$ cat src/rtl/key_operand_capture.sv
// Key/switch front end for the board ALU: synchronizes and debounces the
// push buttons, then sequences entry of A, B and opcode/unsigned flag.
// Optional build macro: KEY_CAPTURE_DEBOUNCE_BYPASS_EN (no debounce counters).
module key_operand_capture #(
   parameter int DEBOUNCE_CYCLES = 500000,
   parameter int OP_W            = 3
) (
   input  logic            CLOCK_50,
   input  logic            RESET,
   input  logic [16:0]     SW,
   input  logic [3:1]      KEY,
   output logic [7:0]      A,
   output logic [7:0]      B,
   output logic [OP_W-1:0] OP,
   output logic            UNSIG,
   output logic            VALID,
   output logic            RUN,
   output logic            ERR,
   output logic [1:0]      STATE
);

   typedef enum logic [1:0] {
      S_A   = 2'd0,
      S_B   = 2'd1,
      S_OP  = 2'd2,
      S_RUN = 2'd3
   } state_t;

   localparam int SWW = 8 + OP_W + 1;

   logic [3:1]     key_s1, key_s2;
   logic [SWW-1:0] sw_s1, sw_s2;
   logic [3:1]     key_db;
   logic [3:1]     press;
   logic           unused_sw;

   assign unused_sw = ^SW[15:8+OP_W];

   // Two-flop synchronizers; keys come out of reset as released
   always_ff @(posedge CLOCK_50 or posedge RESET) begin
      if (RESET) begin
         key_s1 <= '1;
         key_s2 <= '1;
         sw_s1  <= '0;
         sw_s2  <= '0;
      end else begin
         key_s1 <= KEY;
         key_s2 <= key_s1;
         sw_s1  <= {SW[16], SW[8+OP_W-1:0]};
         sw_s2  <= sw_s1;
      end
   end

`ifdef KEY_CAPTURE_DEBOUNCE_BYPASS_EN
   // Debounced level follows the synchronized level; press on its fall
   always_ff @(posedge CLOCK_50 or posedge RESET) begin
      if (RESET) begin
         key_db <= '1;
         press  <= '0;
      end else begin
         key_db <= key_s2;
         press  <= key_db & ~key_s2;
      end
   end
`else
   localparam int CW = (DEBOUNCE_CYCLES > 1) ? $clog2(DEBOUNCE_CYCLES) : 1;
   localparam logic [CW-1:0] CNT_MAX = CW'(DEBOUNCE_CYCLES - 1);

   logic [3:1][CW-1:0] cnt;

   // Per-key stability counter; a differing level held long enough is accepted
   always_ff @(posedge CLOCK_50 or posedge RESET) begin
      if (RESET) begin
         key_db <= '1;
         press  <= '0;
         cnt    <= '0;
      end else begin
         for (int i = 1; i <= 3; i++) begin
            press[i] <= 1'b0;
            if (key_s2[i] == key_db[i]) begin
               cnt[i] <= '0;
            end else if (cnt[i] == CNT_MAX) begin
               cnt[i]    <= '0;
               key_db[i] <= key_s2[i];
               press[i]  <= ~key_s2[i];
            end else begin
               cnt[i] <= cnt[i] + CW'(1);
            end
         end
      end
   end
`endif

   logic            ev_enter, ev_clear, ev_back;
   logic [7:0]      sw_dat;
   logic [OP_W-1:0] sw_op;
   logic            sw_uns;

   assign ev_enter = press[1];
   assign ev_clear = press[2];
   assign ev_back  = press[3];
   assign sw_dat   = sw_s2[7:0];
   assign sw_op    = sw_s2[8+OP_W-1:8];
   assign sw_uns   = sw_s2[SWW-1];

   state_t          state, state_n;
   logic [7:0]      a_n, b_n;
   logic [OP_W-1:0] op_n;
   logic            uns_n, valid_n, err_n;

   // Entry sequencer: clear beats back beats enter
   always_comb begin
      state_n = state;
      a_n     = A;
      b_n     = B;
      op_n    = OP;
      uns_n   = UNSIG;
      valid_n = 1'b0;
      err_n   = 1'b0;
      if (ev_clear) begin
         state_n = S_A;
         a_n     = '0;
         b_n     = '0;
         op_n    = '0;
         uns_n   = 1'b0;
      end else if (ev_back) begin
         case (state)
            S_B:     state_n = S_A;
            S_OP:    state_n = S_B;
            S_RUN:   state_n = S_OP;
            default: state_n = state;
         endcase
      end else if (ev_enter) begin
         case (state)
            S_A: begin
               a_n     = sw_dat;
               state_n = S_B;
            end
            S_B: begin
               b_n     = sw_dat;
               state_n = S_OP;
            end
            S_OP: begin
               if (sw_op != '0) begin
                  op_n    = sw_op;
                  uns_n   = sw_uns;
                  valid_n = 1'b1;
                  state_n = S_RUN;
               end else begin
                  err_n = 1'b1;
               end
            end
            default: state_n = S_A;
         endcase
      end
   end

   // State and captured operand registers
   always_ff @(posedge CLOCK_50 or posedge RESET) begin
      if (RESET) begin
         state <= S_A;
         A     <= '0;
         B     <= '0;
         OP    <= '0;
         UNSIG <= 1'b0;
         VALID <= 1'b0;
         ERR   <= 1'b0;
      end else begin
         state <= state_n;
         A     <= a_n;
         B     <= b_n;
         OP    <= op_n;
         UNSIG <= uns_n;
         VALID <= valid_n;
         ERR   <= err_n;
      end
   end

   assign RUN   = (state == S_RUN);
   assign STATE = state;

endmodule

$ cat config.mk
export PLATFORM = sky130hd
export DESIGN_NAME = key_operand_capture
export DESIGN_NICKNAME = d
export VERILOG_FILES = /design/src/rtl/key_operand_capture.sv
export SDC_FILE = /design/constraint.sdc
export NUM_CORES = 1
export LEC_CHECK = 0
export BUFFER_PORTS_ARGS = -buffer_cell sky130_fd_sc_hd__buf_2
export CAP_MARGIN = 10
export CORE_MARGIN = 1.5
export CORE_UTILIZATION = 40
export CTS_CLUSTER_SIZE = 24
export DETAILED_ROUTE_END_ITERATION = 6
export SYNTH_ARGS = -nofsm -noshare
export SYNTH_HDL_FRONTEND = slang
export SYNTH_SLANG_ARGS = --single-unit
$ cat constraint.sdc
create_clock -name CLOCK_50 -period 6.1 [get_ports CLOCK_50]
set_input_delay 0.305 -clock CLOCK_50 [delete_from_list [all_inputs] [get_ports CLOCK_50]]
set_output_delay 0.305 -clock CLOCK_50 [all_outputs]
set_load 0.01 [all_outputs]
=== Yosys cells after proc, flatten, opt, wreduce, memory -nomap -nowiden ===
Index checks and enable logic that the tools add are counted.

* Register bits: 117
* Input port bits: 22
* Output and inout bits: 25
* Word-level logic and storage cells: 100

* Add/sub/neg operators: 3
* Equal/unequal tests: 12
* Mux-type cells: 46
* Bitwise gates (word level): 6
* Reductions and logical operators: 15

{| class="wikitable"
|+ Operators with widths
! operator !! number
|-
| 19-bit two-way mux || 6
|-
| 8-bit two-way mux || 8
|-
| 19-bit by 1-bit adder with 19-bit output (second input constant) || 3
|-
| 19-bit == test (second input constant) || 3
|-
| 1-bit two-way mux || 21
|-
| 3-bit two-way mux || 5
|-
| 2-bit one-hot mux with 3 select lines || 2
|-
| 2-bit nonzero test || 5
|-
| 3-bit AND reduction || 3
|-
| 2-bit two-way mux || 4
|-
| 1-bit inverter || 6
|-
| 2-bit AND reduction || 3
|-
| 3-bit nonzero test || 2
|-
| 5-bit by 3-bit inequality test with 1-bit output (second input constant) || 1
|-
| 2-bit == test (second input constant) || 2
|-
| 4-bit inequality test (second input constant) || 1
|-
| 4-bit AND reduction || 1
|-
| 1-bit == test || 3
|-
| 2-bit by 1-bit == test with 1-bit output (second input constant) || 1
|-
| 2-bit logical NOT || 1
|-
| 2-bit inequality test (second input constant) || 1
|}

=== Longest topological paths before layout ===
* Word-level depth: 6
* Mapped depth: 7
* Depth with buffers taken out: 6

=== Worst setup path before layout ===
OpenSTA, ideal clock, no wires.

* Path type: flip-flop to flip-flop
* From: register cnt[43] (netlist bit)
* To: register cnt[55] (netlist bit)
* Setup time: 0.079 ns
* Data arrival time: 1.783 ns
* Required time: 6.021 ns
* Path slack: 4.237 ns
* Stages on the path, launching flop included: 6
* Path buffers: 1
* Period minus slack after synthesis: 1.863 ns
* Cell sequence: dfrtp_1 nand4_2 or4_1 buf_2 or4_1 a21oi_1

* Word-level cells in the longest chain between the ends: 3
* Elaborated cells on any way between the ends: 4
* Those cells by class: 1 x add/sub; 1 x eq/ne; 2 x mux

{| class="wikitable"
|+ Ends and longest elaborated chain
! element !! RTL line !! text
|-
| start: declaration || 69 || <nowiki>logic [3:1][CW-1:0] cnt;</nowiki>
|-
| start signal: indexed assignment || 87 || <nowiki>cnt[i] <= cnt[i] + CW'(1);</nowiki>
|-
| 19-bit by 1-bit adder with 19-bit output or 19-bit == test (tied branches) || 87, 82 ||
|-
| 19-bit two-way mux (*) || 82 || <nowiki>end else if (cnt[i] == CNT_MAX) begin</nowiki>
|-
| 19-bit two-way mux (*) || 80 || <nowiki>if (key_s2[i] == key_db[i]) begin</nowiki>
|}

Every way passes the cells marked *; elsewhere a longest branch is shown, timed or not.
A chain may end at the register's enable or synchronous reset.

=== Worst setup path after layout ===
* From: register cnt[38] (netlist bit)
* To: register cnt[47] (netlist bit)

The elaborated chain is that of the path after synthesis.

==> flow_metrics.tcl <==
set metrics [dict create \
    outcome "finished clean" \
    worstMarginPinSlew_ps 1210 \
    die_h_um 114 \
    post_cts_buffers 0 \
    drt.antenna.violating_nets 0 \
    placedCellCount 625 \
    seqPwrFrac 0.445 \
    clk_root_buffer_cell "clkbuf_16" \
    intPower_w 0.00142 \
    max-clock-path-buffers 2 \
    design.final.nets 544 \
    grt.total_usage 0.154 \
    final.period_utilization 0.360 \
    synthCells 445 \
    critPathMaxFanout 17 \
    detailedRoute.firstIterationViolations 174 \
    drt_pre_antenna_iters 4 \
    largest_net_degree_at_the_start_of_global_routing 63 \
    dpl.hpwl_mm 6.06 \
    setup-violations-final 0 \
    worstSetupStartpointType "register" \
    number_of_distinct_library_cells_after_synthesis 42 \
    final.fill_count 1098 \
    cp_data_required_time_ps 6330 \
    synth.cell_area_um2 4900 \
    gates_resized_cts_repair 0 \
    max-cap-violations 0 \
    syn_nets 475 \
    layout-drive-gt1-share 0.175 \
    non_filler_cells_final 674 \
    multi_input_comb_area_um2 1880 \
    synth_enable_flop_cells 0 \
    routed-via-count 3427 \
    std_cell_rows 40 \
    io_pins 47 \
    htreeDepth 4 \
    clk-insertion-delay-late_ps 400 \
    power.share.combinational 0.026 \
    final.min_clock_period_ps 2190 \
    antenna_cells_inserted 0 \
    critPathArrivalTime_ps 2430 \
    fp.dieW_um 114 \
    yosys.area.top_type_share 0.551 \
    swShare 0.213 \
    max_stage_delay_ps 1020 \
    max_slew_margin 0.185 \
    critical_path.slowest_cell "o21ai_1" \
    area_growth_pct 22.6 \
    fin_tns_setup_ps 0 \
    powerDensity_nw_per_um2 301 \
    timing.final.max_slew_violations 0 \
    ys_seq_area_frac 0.600 \
    cts-hold-fix-buffers 14 \
    via_per_inst 5.08 \
    p_clk_frac 0.529 \
    worst-setup-path-type "reg -> reg" \
    setup_slack_of_the_most_critical_reg_to_reg_path_ps 3910 \
    main_flop_type_after_synthesis "dfrtp_1" \
    gr-total-overflow 0 \
    net-switching-power_w 0.000385 \
    initial_core_util 0.410 \
    total_detailed_routing_wirelength_mm 9.11 \
    grt_setup_unrepaired "false" \
    finClkSkew_ps 4.83 \
    power.ir.vdd_worst_mv 0.180 \
    post-route-drc-count 0 \
    routability_congestion_estimate 0.773 \
    core_area_um2 12000 \
    detail_route.wl_per_cell_um 13.5 \
    yosysTopAreaCell "dfrtp_1" \
    path_cells "ha_1 -> nand4_1 -> o21ai_1 -> nor2_1" \
    buffer_ports.inserted 41 \
    cts_made_buffers 17 \
    synth_async_sr_flop_share 1.00 \
    first_global_vias 3346 \
    seq_area_um2 2940 \
    synth.yosys.warnings 0 \
    wire_length_of_the_first_global_routing_pass_mm 15.7 \
    crit_buf_inv 0 \
    max_freq_ghz 0.456 \
    timing.final.hold_violations 0 \
    die_area_um2 12900 \
    antenna_found_initial 0 \
    cp_top_family "compound AO/OA/AOI/OAI gates" \
    cts.clk_slew.worst_paths_ps 50 \
    synth-seq-cells 117 \
    netlist_top_cells_area "dfrtp_1 (55%), xnor2_1 (5.5%), dfstp_2 (4.8%), nor2_1 (4.7%), nand2_1 (2.1%)" \
    clock-sinks 117 \
    endpoint_kind "register" \
    hp-class "in -> async" \
    static-leakage-power_nw 2.66 \
    cts_tree "done" \
    avgSynthCellArea_um2 11.0 \
]
per-layer routing:
metal,share of wire,vias up,GRT usage
met5,0,-,0
met3,0.042,10,0.0436
met4,0.010,0,0.0625
met1,0.49,1648,0.209
met2,0.46,72,0.236
li1,-,1697,-
area by class of cell:
type | instances | area share
Sequential cell | 117 | 0.489
Multi-Input combinational cell | 307 | 0.313
Clock buffer | 20 | 0.0743
Timing Repair Buffer | 59 | 0.0635
Tap cell | 147 | 0.0306
Clock inverter | 12 | 0.0216
Inverter | 12 | 0.00791
power by group through the flow:
| stage | sequential [W] | clock [W] | combinational, W |
|---|---|---|---|
| 3_5_place_dp | 0.000817 | 0 | 0.0000396 |
| 5_1_grt | 0.000806 | 0.00102 | 0.0000543 |
| 4_1_cts | 0.000804 | 0.000978 | 0.0000468 |
| 2_1_floorplan | 0.000814 | 0 | 0.0000257 |
| 3_3_place_gp | 0.000817 | 0 | 0.0000387 |
| 6_report | 0.000804 | 0.000957 | 0.0000468 |
per-stage QoR:
stage / hold WS [ps] / setup slack (ps) / util / power, W / area (um2)
floorplan: 309 / 2710 / - / 0.000840 / 4900
global placement: 331 / 3780 / 0.440 / 0.000855 / 5270
detailed placement: 336 / 3750 / 0.440 / 0.000857 / 5270
CTS: 2.02 / 3740 / 0.500 / 0.00183 / 5980
global route: 76.2 / 3710 / 0.503 / 0.00188 / 6010
finish: 6.16 / 3910 / 0.503 / 0.00181 / 6010
layout by cell type, fill, tap and decap left out, types with 9 or more instances in the layout:
cell type / synthesis / layout
o21ai_0: 17 / 17
xnor2_1: 31 / 31
nand3_1: 21 / 21
mux2i_1: 9 / 9
inv_1: 12 / 11
buf_2: 1 / 41
a21oi_1: 17 / 17
or3_1: 12 / 12
nand4_1: 13 / 13
nor4_1: 11 / 11
nor2_1: 61 / 61
nand2_1: 28 / 28
dlygate4sd3_1: 0 / 15
nor3_1: 9 / 9
dfstp_2: 9 / 9
dfrtp_1: 108 / 108
clkbuf_16: 0 / 17
worst paths after layout:
path | from | to | depth (start not counted)
min reg2reg | sw_s1[7] | sw_s2[7] | 0
min in group CLOCK_50 | sw_s1[7] | sw_s2[7] | 0
min | RESET | cnt[49] | 2
max | cnt[38] | cnt[47] | 4
max reg2reg | cnt[38] | cnt[47] | 4
max in group asynchronous | RESET | sw_s2[11] | 3
sequential cells by signal, indices dropped and copies added, names as in the netlist:
signal / cells
B: 8
press: 3
sw_s1: 12
key_s2: 3
sw_s2: 12
OP: 3
key_db: 3
A: 8
ERR: 1
VALID: 1
key_s1: 3
UNSIG: 1
cnt: 57
STATE: 2
synth_stat cells, drive strengths merged (9+ instances only):
cell type,instances
nor2,61
nor3,9
mux2i,9
nand2,28
or3,12
xnor2,31
a21oi,17
inv,12
dfstp,9
nand4,14
nand3,21
dfrtp,108
nor4,11
o21ai,19
cell families (layout without fill, tap and decap cells):
group                    Yosys count  count (layout)  share of synthesized area
XOR/XNOR                          39              39                     0.0697
multiplexers                      12              12                     0.0253
adder cells (fa/ha/maj)            8               8                     0.0204
AO/OA/AOI/OAI                     50              50                     0.0595
flip-flops                       117             117                      0.600
AND/OR/NAND/NOR                  198             198                      0.209
buffers and inverters             21             103                     0.0163
Note: power is estimated with default switching activity, not from simulation.
